<file path="src/rtl/snn_window_ctrl.sv">
// -----------------------------------------------------------------------------
// snn_window_ctrl
//
// Inference sequencer for the 8-3-10 spiking network. A start request clears
// the LIF neurons and spike counters, lets the network evolve for WINDOW
// timesteps, then walks the NUM_CLASSES spike counters one per cycle through
// an external select mux. It tracks the running argmax and reports class,
// count and tie flag over a valid/ready handshake.
//
// Ports:
//   clk_i          clock
//   rst_ni         asynchronous active-low reset
//   start_i        classification request (sampled only in IDLE)
//   abort_i        cancel an in-flight window (CLEAR/RUN/SCAN only)
//   busy_o         high whenever the sequencer is not IDLE
//   net_clear_o    one-cycle clear pulse to neurons and spike counters
//   net_en_o       timestep enable to neurons and spike counters
//   count_sel_o    counter index for the external count mux (0 outside SCAN)
//   count_i        spike count selected by count_sel_o (same cycle)
//   result_valid_o result available
//   result_ready_i consumer accepts result
//   class_o        argmax class index (lowest index wins on a tie)
//   max_count_o    spike count of class_o
//   tie_o          more than one class holds max_count_o
// -----------------------------------------------------------------------------
module snn_window_ctrl #(
    parameter int NUM_CLASSES = 10,
    parameter int WIDTH_P     = 8,
    parameter int WINDOW      = 64,
    parameter int WIN_W       = 8
) (
    input  logic               clk_i,
    input  logic               rst_ni,
    input  logic               start_i,
    input  logic               abort_i,
    output logic               busy_o,
    output logic               net_clear_o,
    output logic               net_en_o,
    output logic [3:0]         count_sel_o,
    input  logic [WIDTH_P-1:0] count_i,
    output logic               result_valid_o,
    input  logic               result_ready_i,
    output logic [3:0]         class_o,
    output logic [WIDTH_P-1:0] max_count_o,
    output logic               tie_o
);

    typedef enum logic [2:0] {
        S_IDLE  = 3'd0,
        S_CLEAR = 3'd1,
        S_RUN   = 3'd2,
        S_SCAN  = 3'd3,
        S_DONE  = 3'd4
    } state_t;

    localparam logic [WIN_W-1:0] TS_LAST  = WIN_W'(WINDOW - 1);
    localparam logic [3:0]       IDX_LAST = 4'(NUM_CLASSES - 1);

    state_t             state_q, state_d;
    logic [WIN_W-1:0]   ts_q, ts_d;
    logic [3:0]         idx_q, idx_d;
    logic [WIDTH_P-1:0] max_q, max_d;
    logic [3:0]         class_q, class_d;
    logic               tie_q, tie_d;

    // ------------------------------------------------------------------
    // State and datapath registers
    // ------------------------------------------------------------------
    always_ff @(posedge clk_i or negedge rst_ni) begin
        if (!rst_ni) begin
            state_q <= S_IDLE;
            ts_q    <= '0;
            idx_q   <= '0;
            max_q   <= '0;
            class_q <= '0;
            tie_q   <= 1'b0;
        end else begin
            state_q <= state_d;
            ts_q    <= ts_d;
            idx_q   <= idx_d;
            max_q   <= max_d;
            class_q <= class_d;
            tie_q   <= tie_d;
        end
    end

    // ------------------------------------------------------------------
    // Next-state logic
    // ------------------------------------------------------------------
    always_comb begin
        state_d = state_q;
        case (state_q)
            S_IDLE: begin
                // abort has no meaning here, so start always wins
                if (start_i) state_d = S_CLEAR;
            end
            S_CLEAR: begin
                state_d = abort_i ? S_IDLE : S_RUN;
            end
            S_RUN: begin
                if (abort_i)              state_d = S_IDLE;
                else if (ts_q == TS_LAST) state_d = S_SCAN;
            end
            S_SCAN: begin
                if (abort_i)                state_d = S_IDLE;
                else if (idx_q == IDX_LAST) state_d = S_DONE;
            end
            S_DONE: begin
                if (result_ready_i) state_d = S_IDLE;
            end
            default: state_d = S_IDLE;
        endcase
    end

    // ------------------------------------------------------------------
    // Timestep counter, scan index and running argmax
    // ------------------------------------------------------------------
    always_comb begin
        ts_d    = ts_q;
        idx_d   = idx_q;
        max_d   = max_q;
        class_d = class_q;
        tie_d   = tie_q;
        case (state_q)
            S_CLEAR: begin
                ts_d = '0;
            end
            S_RUN: begin
                idx_d = '0;
                // restart the counter on the last step so it never has to
                // represent WINDOW itself
                if (ts_q == TS_LAST) ts_d = '0;
                else                 ts_d = ts_q + WIN_W'(1);
            end
            S_SCAN: begin
                // an abort edge leaves the partial result untouched
                if (!abort_i) begin
                    idx_d = (idx_q == IDX_LAST) ? 4'd0 : idx_q + 4'd1;
                    if (idx_q == 4'd0) begin
                        max_d   = count_i;
                        class_d = 4'd0;
                        tie_d   = 1'b0;
                    end else if (count_i > max_q) begin
                        max_d   = count_i;
                        class_d = idx_q;
                        tie_d   = 1'b0;
                    end else if (count_i == max_q) begin
                        // keep the earlier class: lowest index wins
                        tie_d = 1'b1;
                    end
                end
            end
            default: ;
        endcase
    end

    // ------------------------------------------------------------------
    // Outputs: decoded from state and registers only
    // ------------------------------------------------------------------
    always_comb begin
        busy_o         = (state_q != S_IDLE);
        net_clear_o    = (state_q == S_CLEAR);
        net_en_o       = (state_q == S_RUN);
        result_valid_o = (state_q == S_DONE);
        count_sel_o    = (state_q == S_SCAN) ? idx_q : 4'd0;
        class_o        = class_q;
        max_count_o    = max_q;
        tie_o          = tie_q;
    end

endmodule

</file>
<file path="config.mk">
export PLATFORM = sky130hd
export DESIGN_NAME = snn_window_ctrl
export DESIGN_NICKNAME = d
export VERILOG_FILES = /design/src/rtl/snn_window_ctrl.sv
export SDC_FILE = /design/constraint.sdc
export NUM_CORES = 1
export LEC_CHECK = 0
export BUFFER_PORTS_ARGS = -buffer_cell sky130_fd_sc_hd__buf_2
export CAP_MARGIN = 20
export CORE_UTILIZATION = 50
export DETAILED_ROUTE_END_ITERATION = 16
export PLACE_DENSITY = 0.73
export SETUP_SLACK_MARGIN = 0.5
export SLEW_MARGIN = 40
export SYNTH_ARGS = -nofsm -noshare
export SYNTH_HDL_FRONTEND = slang
export SYNTH_SLANG_ARGS = --single-unit
export TNS_END_PERCENT = 100
</file>
<file path="constraint.sdc">
create_clock -name clk_i -period 2 [get_ports clk_i]
set_input_delay 0.2 -clock clk_i [delete_from_list [all_inputs] [get_ports clk_i]]
set_output_delay 0.2 -clock clk_i [all_outputs]
set_load 0.02 [all_outputs]
</file>
# ---- Yosys cells after proc, flatten, opt, wreduce, memory -nomap -nowiden
# Cells that the tools add are included.
dict set report totals {
  reg_bits 28
  input_bits 13
}
dict set report op_classes {
  addsub 2
  eq_ne 12
  magnitude_cmp 1
  n_reduce_logical 11
  bitwise_logic 1
  n_mux 21
}
# op n
set ops {}
lappend ops {{$mux W8} 3}
lappend ops {{$mux W4} 5}
lappend ops {{$mux W3} 6}
lappend ops {{$pmux W8 S2} 1}
lappend ops {{$pmux W3 S5} 1}
lappend ops {{$add A8 B1 Y8 const B} 1}
lappend ops {{$eq A8 B6 Y1 const B} 1}
lappend ops {{$eq A8 B8 Y1} 1}
lappend ops {{$gt A8 B8 Y1} 1}
lappend ops {{$pmux W4 S2} 1}
lappend ops {{$eq A3 B2 Y1 const B} 2}
lappend ops {{$reduce_and A3 Y1} 2}
lappend ops {{$reduce_bool A2 Y1} 3}
lappend ops {{$reduce_bool A3 Y1} 2}
lappend ops {{$add A4 B1 Y4 const B} 1}
lappend ops {{$eq A4 B4 Y1 const B} 1}
lappend ops {{$logic_not A4 Y1} 1}
lappend ops {{$ne A2 B2 Y1 const B} 2}
lappend ops {{$reduce_and A4 Y1} 1}
lappend ops {{$eq A3 B1 Y1 const B} 1}
lappend ops {{$eq A3 B3 Y1 const B} 1}
lappend ops {{$logic_not A3 Y1} 1}
lappend ops {{$mux W1} 3}
lappend ops {{$ne A3 B2 Y1 const B} 1}
lappend ops {{other kinds (5)} 5}

# ---- Depth between registers and ports, before layout
# Gate-level depths: netlist of the first run.
dict set report logic_depth {
  word_depth 4
  mapped_depth 8
}

# ---- Worst setup path after synthesis of the first run
# No wires, ideal clock.
dict set report synth_path {
  path_kind {flip-flop to flip-flop}
  from {register max_q[1], in the netlist max_count_o[1]}
  to {register max_q[1], in the netlist max_count_o[1]}
  t_arrival_ns 1.855
  stages_incl_launch_ff 9
  period_less_slack_ns 1.980
  path_slack_ns 0.020
  cell_sequence {dfrtp_1 -> inv_1 -> ha_1 -> nor2b_1 -> o211ai_2 -> a21oi_2 -> o31a_1 -> buf_6 -> mux2_4}
}
dict set report synth_via {
  elab_chain_len 3
}
# item line_no
set synth_lines {}
lappend synth_lines {{from (decl)} 62} ;# logic [WIDTH_P-1:0] max_q, max_d;
lappend synth_lines {{from (signal assigned)} 81} ;# max_q <= max_d;
lappend synth_lines {{$gt A8 B8 Y1} 143} ;# end else if (count_i > max_q) begin
lappend synth_lines {{$reduce_bool A2 Y1 (no source line)} -}
lappend synth_lines {{$reduce_and A3 Y1 (no source line)} -}
# Every way passes these cells.
# A chain may end at the register's enable or synchronous reset.

# ---- Worst setup path in the final report of the first run
dict set report layout_path {
  from {register max_q[5], in the netlist max_count_o[5]}
  to {register class_q[0], in the netlist class_o[0]}
}
dict set report layout_via {
  elab_chain_len 3
}
# item line_no
set layout_lines {}
lappend layout_lines {{$gt A8 B8 Y1} 143}
lappend layout_lines {{$reduce_bool A2 Y1 (no source line)} -}
lappend layout_lines {{$reduce_and A3 Y1 (no source line)} -}
lappend layout_lines {{to (signal assigned)} 82} ;# class_q <= class_d;
lappend layout_lines {{to (decl)} 63} ;# logic [3:0] class_q, class_d;
# Every way passes these cells.

==> flow_summary.yaml, run 1 <==
global_routing:
  grt.total_usage: 0.255
  grt_overflow_total: 0
  grt_pass1_wl_um: 6790
  grt_pass1_vias: 1495
  antenna_found_initial: 0
  grt_max_degree: 29
floorplanning:
  die_h_um: 59.7
  io-pin-count: 34
  die_w_um: 59.7
  core_um2: 3100
  start_util: 0.536
  placementRows: 20
  dieArea_um2: 3560
logic_synthesis:
  ys.warnings.count: 0
  yosysMostFrequentCell: "dfrtp_1"
  synth_edf_count: 0
  yosysSeqAreaShare: 0.421
  synth_common_cells: "dfrtp_1, ha_1, inv_1, nor2_1, o21ai_0"
  syn_area_um2: 1660
  synth_top_area_cell: "dfrtp_1"
  synthCells: 157
  synthTopCellsByArea: "dfrtp_1, ha_1, mux2_4"
  yosysUniqueCellTypes: 45
  ys_async_sr_fraction: 1.00
  ys_ff_latch: 28
  synth_nets: 182
  synth_flop_cell: "dfrtp_1"
  synth_area_per_cell_um2: 10.6
  synth_top_area_share: 0.421
sta:
  fin_ws_ns: 0.0719
  fin_crit_sh: 0.964
  finalMaxSlewViolations: 0
  fmax_ghz: 0.519
  min_period_ns: 1.93
  final_hold_viol_count: 0
  clock_skew_ns: 0.00661
  setup_viol: 0
  rsz0062_at_grt: "true"
  max_slew_margin: 0.578
  tightest_slew_ns: 0.633
clock_tree:
  clkSinkCount: 28
  insertion_delay_ns: 0.33
  cts_inserted_buffers: 3
  cts_tree: "done"
  clkTransAtPathRegs_ns: 0.16
  cts_buffer_depth: 2
  htreeDepth: 1
  root_buffer: "clkbuf_4"
cells_and_area:
  insertedDiodeCount: 0
  fin_nets: 254
  drive_gt1_frac: 0.583
  fin_util: 0.810
  seqCellArea_um2: 707
  syn_to_final_growth_pct: 51.1
  nFillCells: 201
  multiInputGateArea_um2: 1140
setup_path:
  slowest_delay_ns: 0.42
  start_kind: "register"
  worst-endpoint-required_ns: 2.25
  slowest_stage: "dfrtp_2"
  path_cells: "inv_2 -> ha_4 -> nand4_1 -> a21oi_2 -> buf_6 -> o31ai_4 -> buf_4 -> a32o_1"
  worstPathArrival_ns: 2.17
  worstSetupPathType: "register to register"
  cp_max_fo: 4
  endpoint_kind: "register"
routing:
  antenna_left: 0
  via_per_inst: 5.75
  wl_per_cell_um: 17.2
  dr_total_vias: 1564
  drtIter0Drc: 89
  route.detailed.drc: 0
  drt_pass1_iterations: 4
  wl_um: 4670
pwr:
  p_per_area_nw_per_um2: 1040
  leakagePower_nw: 1.19
  ir_worst_vdd_uv: 515
hold_path:
  min_path_type: "input pin to register"
placement:
  place.gp.congestion: 0.877
  place_hpwl_um: 2730
  dp_slack_ns: -0.0609
  portBuffers: 33
status:
  status: "finished clean"
job:
  drv_cap: 0
==> power by group <==
part | switching (mW) | total [mW] | internal, mW
Clock | 0.177 | 0.380 | 0.203
Sequential | 0.103 | 0.797 | 0.694
Combinational | 0.732 | 1.44 | 0.709
Total | 1.01 | 2.62 | 1.61
==> placed cells by master (no fill, tap or decap), drive strengths merged, types with 5 or more instances in the layout <==
cell and instances:
nand3 5, inv 12, o21ai 14, ha 12, a21oi 6, nor2 16, mux2 8, nand2 10
buf 68, dfrtp 28
==> per-stage QoR <==
stage / setup TNS, ns / cell area [um^2] / total power [mW] / hold WS (ns) / instances
floorplan: 0 / 1730 / 1.51 / -0.0956 / 157
global placement: 0 / 2000 / 1.77 / 0.248 / 242
detailed placement: -0.399 / 2000 / 1.83 / 0.256 / 242
CTS: 0 / 2340 / 2.46 / 0.0311 / 262
global route: -0.250 / 2510 / 2.78 / 0.0284 / 272
finish: 0 / 2510 / 2.62 / 0.0374 / 272
==> area by class of cell <==
cell class / instances / area share
multi-input combinational: 115 / 0.452
clock buffer: 3 / 0.00896
clock inverter: 1 / 0.0119
timing repair buffer: 69 / 0.206
sequential: 28 / 0.281
inverter: 12 / 0.0179
tap: 44 / 0.0219
==> registers in the layout, summed over array words and instances, names as in the netlist <==
| signal | count |
|---|---|
| max_count_o | 8 |
| class_o | 4 |
| tie_o | 1 |
| state_q | 3 |
| idx_q | 4 |
| ts_q | 8 |
==> worst max-delay path: cells and delay by family, from the launching register on <==
family,cells,cell delay (ns)
simple gates,1,0.24
compound gates,3,0.55
flops,1,0.42
fa+ha+maj,1,0.27
buf+inv,3,0.35
==> layer usage <==
metal | share of wire | wire, um | GRT usage | vias to the layer above
met1 | 0.39 | 1800 | 0.306 | 777
met2 | 0.54 | 2520 | 0.457 | 61
met5 | 0 | 0 | 0 | -
met3 | 0.054 | 251 | 0.0368 | 12
met4 | 0.021 | 99 | 0.0963 | 0
li1 | - | - | - | 714
==> cells by family after synthesis <==
kind of cell             count (synthesis)  synth area share
AND/OR/NAND/NOR                         52             0.189
AO/OA/AOI/OAI                           41             0.179
flip-flops                              28             0.421
buffers and inverters                   15            0.0451
adder cells (fa/ha/maj)                 12            0.0902
multiplexers                             9            0.0759
==> repair_timing <==
item	4_1_cts	5_1_grt
cloned	0	1
pin swaps	16	17
hold buffers	1	0
buffers inserted	15	9
endpoints found under the setup margin	31	32
hold endpoints to repair	28	0
gates resized for setup	36	33
==> path summary, 6_finish.rpt <==
path                                      from             end  slack (ns)  cells after the start
min in group asynchronous               rst_ni  max_count_o[6]        0.40                      2
worst min-delay path            result_ready_i      state_q[2]        0.04                      2
worst max register to register  max_count_o[5]      class_o[0]        0.07                      8
worst max-delay path            max_count_o[5]      class_o[0]        0.07                      8
worst min register to register      class_o[0]      class_o[0]        0.53                      1
max in group asynchronous               rst_ni  max_count_o[1]        1.16                      2
(Power assumes the default switching activity.)
==> inputs of run 2 (changes only) <==
Settings changed: ABC_AREA set to 1.
==> run 2 against run 1 <==
  * Cell count rose by 17%
  * Routed wire length is 3.5% higher
  * Critical path depth increased by 3
  * Largest power group unchanged
  * Synthesized cell count is 32% higher
  * Register-to-register slack better by 0.22 ns
  * Critical endpoint is now max_count_o[5]
==> flow_summary.yaml, run 2 <==
floorplanning:
  core_um2: 3100
  die_w_um: 59.5
  die_h_um: 59.5
  placementRows: 20
  start_util: 0.533
  dieArea_um2: 3540
  io-pin-count: 34
sta:
  final_hold_viol_count: 0
  whs_ns: 0.119
  max_slew_margin: 0.567
  fin_crit_sh: 0.855
  rsz0062_at_grt: "true"
  finalMaxSlewViolations: 0
  fin_ws_ns: 0.290
  min_period_ns: 1.71
  setup_viol: 0
  fmax_ghz: 0.585
  clock_skew_ns: 0.00730
  tns_ns: 0
  tightest_slew_ns: 0.649
setup_path:
  r2r-end: "max_count_o[5]"
  worst-endpoint-required_ns: 2.24
  path_cells: "inv_2 -> ha_4 -> a21oi_2 -> nor2_1 -> nor2_1 -> nand2_2 -> nand2_4 -> nand2_8 -> buf_6 -> nand3_2 -> nand2_1"
  worstSetupPathType: "register to register"
  slowest_delay_ns: 0.44
  worstPathArrival_ns: 1.95
  reg2reg_depth: 11
  rrSetupSlack_ns: 0.29
  path_common_cell: "nor2_1"
  reg2reg_from: "max_count_o[5]"
  start_kind: "register"
  cp_max_fo: 8
  endpoint_kind: "register"
  slowest_stage: "dfrtp_2"
logic_synthesis:
  ys_async_sr_fraction: 1.00
  ys.warnings.count: 0
  synthCells: 207
  yosysMostFrequentCell: "nand2_1"
  synth_common_cells: "nand2_1, inv_1, dfrtp_1, nand3_1, nor2_1"
  synth_flop_cell: "dfrtp_1"
  synth_edf_count: 0
  ys_ff_latch: 28
  synth_top_area_cell: "dfrtp_1"
  yosysSeqAreaShare: 0.424
  synthTopCellsByArea: "dfrtp_1, nand2_1, ha_1"
  synth_nets: 232
  synth_area_per_cell_um2: 7.98
  yosysUniqueCellTypes: 23
  synth_top_area_share: 0.424
  syn_area_um2: 1650
cells_and_area:
  syn_to_final_growth_pct: 55.2
  fin_util: 0.827
  final_cell_mix: "nand2_1, buf_2, dfrtp_1"
  insertedDiodeCount: 0
  drive_gt1_frac: 0.546
  fin_nets: 299
  final_common_cell: "nand2_1"
  design_area_um2: 2560
  nFillCells: 189
global_routing:
  grt_pass1_wl_um: 6510
  grt_pass1_vias: 1487
  grt.total_usage: 0.248
  antenna_found_initial: 0
  grt_max_degree: 29
  grt_overflow_total: 0
hold_path:
  min_from: "count_i[4]"
  worstHoldEndpoint: "max_count_o[4]"
  min_path_type: "input pin to register"
  holdPathStages: 3
clock_tree:
  clkTransAtPathRegs_ns: 0.15
  cts_tree: "done"
  cts_buffer_depth: 2
  insertion_delay_ns: 0.33
  htreeDepth: 1
  cts_inserted_buffers: 3
  clkSinkCount: 28
  root_buffer: "clkbuf_4"
placement:
  placed_area_um2: 1900
  portBuffers: 33
  place.gp.congestion: 0.808
  place_hpwl_um: 2580
  dp_slack_ns: 0.271
pwr:
  p_int_mw: 1.80
  p_per_area_nw_per_um2: 1310
  power_switching_mw: 1.56
  p_clk_frac: 0.086
  sw_frac_of_total: 0.465
  leakagePower_nw: 1.23
  combPwrFrac: 0.652
  p_seq_frac: 0.262
  ir_worst_vdd_uv: 891
routing:
  wl_per_cell_um: 15.3
  route.detailed.drc: 0
  drt_pass1_iterations: 4
  dr_total_vias: 1693
  wl_um: 4840
  drtIter0Drc: 83
  antenna_left: 0
  via_per_inst: 5.34
status:
  status: "finished clean"
job:
  drv_cap: 0
[run 2: cell count changes after synthesis, sizes merged, moves of 3 or more]
cell,change
a22o,-4
o21ai,-5
nand3,+17
a32o,-4
nor2,+4
nand2,+44
nor3b,-3
xor2,+4
nor2b,-3
o31ai,-4
mux2,-8
o22ai,+3
inv,+22
[run 2: power groups by stage]
| stage | logic [mW] | registers, mW | clock network, mW |
|---|---|---|---|
| after CTS | 1.54 | 0.861 | 0.295 |
| after global placement | 1.17 | 0.886 | 0 |
| after global routing | 2.36 | 0.902 | 0.311 |
| final | 2.19 | 0.880 | 0.288 |
| after floorplan | 0.761 | 1.01 | 0 |
| after detailed placement | 1.19 | 0.895 | 0 |
[run 2: routing by layer]
layer | vias to the layer above | GRT usage | wire length (um)
met5 | - | 0 | 0
met4 | 0 | 0.0731 | 153
met3 | 16 | 0.0393 | 238
met2 | 66 | 0.406 | 2500
met1 | 800 | 0.338 | 1950
li1 | 811 | - | -
[run 2: cell type report]
type | instances | area, um^2 | area share
Sequential cell | 28 | 711 | 0.277
Timing Repair Buffer | 62 | 485 | 0.189
Inverter | 34 | 138 | 0.0537
Multi-Input combinational cell | 145 | 1140 | 0.444
Tap cell | 44 | 55.1 | 0.0215
Clock buffer | 4 | 36.3 | 0.0141
[run 2: worst max-delay path by stage]
stage	from	endpoint	slack (ns)	cells after the start
after floorplan	max_count_o[3]	max_count_o[0]	0.44	14
after global placement	max_count_o[7]	class_o[3]	0.31	10
after detailed placement	max_count_o[7]	class_o[1]	0.27	11
after CTS	state_q[0]	count_sel_o[3]	0.42	5
after global routing	max_count_o[6]	max_count_o[5]	0.25	10
final	max_count_o[5]	max_count_o[5]	0.29	11
[run 2: logic make-up after synthesis]
group / share of synthesized area
and+or+nand+nor: 0.294
buffers and inverters: 0.0939
DFF: 0.424
AOI/OAI and AO/OA: 0.0765
adders and majority gates: 0.0908
xor gates and xnor gates: 0.0212
[run 2: worst max-delay path, delay by kind of cell (launching register included)]
family / cells / cell delay (ns)
compound gates: 1 / 0.12
buf+inv: 2 / 0.20
simple gates: 7 / 0.65
flops: 1 / 0.44
fa+ha+maj: 1 / 0.19
[run 2: stage by stage]
step           cells  power, mW
2_1_floorplan    207       1.77
4_1_cts          304       2.70
5_1_grt          317       3.57
6_report         317       3.36
3_5_place_dp     281       2.09
3_3_place_gp     281       2.05
[run 2: timing repair]
action,CTS,global route
hold endpoints to repair,28,0
gates resized for setup,24,81
gates cloned,2,1
endpoints found under the setup margin,25,35
setup buffers,16,12
pin swaps,5,26
hold buffers,1,0
==> inputs of run 3 (changes only) <==
Settings changed: PLACE_DENSITY 0.73 to 0.74.
==> run 3 against run 2 <==
  * Critical path depth unchanged
  * Sequential power decreased by 1%
  * Clock power increased by 31%
  * First-iteration DRC count decreased by 17%
  * Global-route usage decreased by 0.082 points
  * Non-clock buffer count decreased by 3
  * Count of clock-buffer cells in the layout decreased by 1
  * Combinational power decreased by 11%
  * Design area decreased by 5.0%
  * Worst setup slack improved by 0.074 ns
  * Via count decreased by 2.8%
==> flow_summary.yaml, run 3 (synthesized netlist as in run 2, its figures left out) <==
floorplanning:
  die_w_um: 59.5
  start_util: 0.533
  placementRows: 20
  dieArea_um2: 3540
  io-pin-count: 34
  core_um2: 3100
  die_h_um: 59.5
status:
  status: "finished clean"
setup_path:
  reg2reg_from: "max_count_o[5]"
  worstSetupPathType: "register to register"
  cp_max_fo: 8
  worstPathArrival_ns: 1.91
  reg2reg_depth: 11
  rrSetupSlack_ns: 0.36
  worst-endpoint-required_ns: 2.27
  start_kind: "register"
  r2r-end: "max_count_o[5]"
  endpoint_kind: "register"
sta:
  fin_crit_sh: 0.818
  fmax_ghz: 0.611
  final_hold_viol_count: 0
  tns_ns: 0
  finalMaxSlewViolations: 0
  clock_skew_ns: 0.00338
  rsz0062_at_grt: "true"
  min_period_ns: 1.64
  setup_viol: 0
  max_slew_margin: 0.573
  tightest_slew_ns: 0.640
clock_tree:
  cts_inserted_buffers: 3
  insertion_delay_ns: 0.33
  htreeDepth: 1
  root_buffer: "clkbuf_4"
  cts_tree: "done"
  cts_buffer_depth: 2
  clkSinkCount: 28
  clkTransAtPathRegs_ns: 0.16
cells_and_area:
  final_common_cell: "nand2_1"
  seqCellArea_um2: 711
  syn_to_final_growth_pct: 47.5
  fin_util: 0.785
  insertedDiodeCount: 0
  fin_nets: 296
  multiInputGateArea_um2: 1040
  nFillCells: 229
  drive_gt1_frac: 0.467
  final_cell_mix: "nand2_1, buf_2, dfrtp_1, buf_4"
routing:
  route.detailed.drc: 0
  wl_um: 4610
  via_per_inst: 5.24
  dr_total_vias: 1645
  drt_pass1_iterations: 4
  wl_per_cell_um: 14.7
  drtIter0Drc: 69
  antenna_left: 0
pwr:
  p_clk_frac: 0.119
  p_seq_frac: 0.273
  p_int_mw: 1.77
  combPwrFrac: 0.609
  p_per_area_nw_per_um2: 1310
  power_switching_mw: 1.41
  ir_worst_vdd_uv: 1040
  leakagePower_nw: 1.20
  sw_frac_of_total: 0.443
global_routing:
  grt_pass1_wl_um: 6450
  grt.total_usage: 0.247
  antenna_found_initial: 0
  grt_overflow_total: 0
  grt_pass1_vias: 1527
  grt_max_degree: 29
hold_path:
  min_from: "count_i[0]"
  min_path_type: "input pin to register"
  worstHoldEndpoint: "max_count_o[0]"
  holdPathStages: 3
job:
  drv_cap: 0
placement:
  place.gp.congestion: 0.768
  place_hpwl_um: 2420
  portBuffers: 33
## run 3: timing repair
action                     in CTS  in global routing
hold buffers                    1                  0
hold endpoints to repair       28                  0
setup endpoints to repair      27                 30
pin swaps                      11                 15
cloned                          3                  0
buffers inserted               17                  8
resized for setup              33                 36
## run 3: final cells by class
cell class,count,share of cell area
timing repair buffer,59,0.184
tap,44,0.0226
sequential,28,0.292
multi-input combinational,145,0.426
clock inverter,1,0.0123
clock buffer,3,0.00924
inverter,34,0.0544
## run 3: stage by stage
| stage | std cells | setup slack (ns) | total power [mW] | instance area [um^2] | hold WS, ns |
|---|---|---|---|---|---|
| final | 314 | 0.363 | 3.18 | 2440 | 0.101 |
| after global routing | 314 | 0.277 | 3.39 | 2440 | 0.108 |
| after CTS | 306 | 0.409 | 2.80 | 2240 | 0.0837 |
| after detailed placement | 281 | 0.311 | 2.06 | 1900 | 0.263 |
| after global placement | 281 | 0.332 | 2.05 | 1900 | 0.262 |
| after floorplan | 207 | 0.441 | 1.77 | 1720 | -0.0956 |
## run 3: per-layer routing
layer	vias up	part of all wire	track usage
met1	787	0.41	0.284
met2	53	0.53	0.445
met4	0	0.017	0.126
met5	-	0	0
met3	8	0.046	0.0328
li1	797	-	-
## run 3: how the worst max path moves through the flow
stage                               from             end  depth (start not counted)  slack (ns)
after detailed placement  max_count_o[4]      class_o[1]                         11        0.31
final                     max_count_o[5]  max_count_o[5]                         11        0.36
after global routing      max_count_o[6]  max_count_o[5]                         10        0.28
after global placement    max_count_o[5]  max_count_o[5]                         11        0.33
after floorplan           max_count_o[3]  max_count_o[0]                         14        0.44
after CTS                     state_q[0]  count_sel_o[0]                          5        0.41
## run 3: power groups by stage
stage          sequential [mW]  clock (mW)  combinational (mW)
2_1_floorplan             1.01           0               0.761
3_3_place_gp             0.882           0                1.17
3_5_place_dp             0.888           0                1.18
4_1_cts                  0.849       0.393                1.56
5_1_grt                  0.881       0.408                2.10
6_report                 0.868       0.378                1.94
## run 3: worst max-delay path, cell delays in order, from the launching register on
cell	delay, ns
dfrtp_2	0.44
inv_2	0.07
ha_4	0.21
a21oi_2	0.13
nor2_1	0.05
nor2_1	0.10
nand2_1	0.09
nand2_2	0.10
nand2_4	0.11
nand2_4	0.12
nand2_1	0.07
nand2_1	0.09
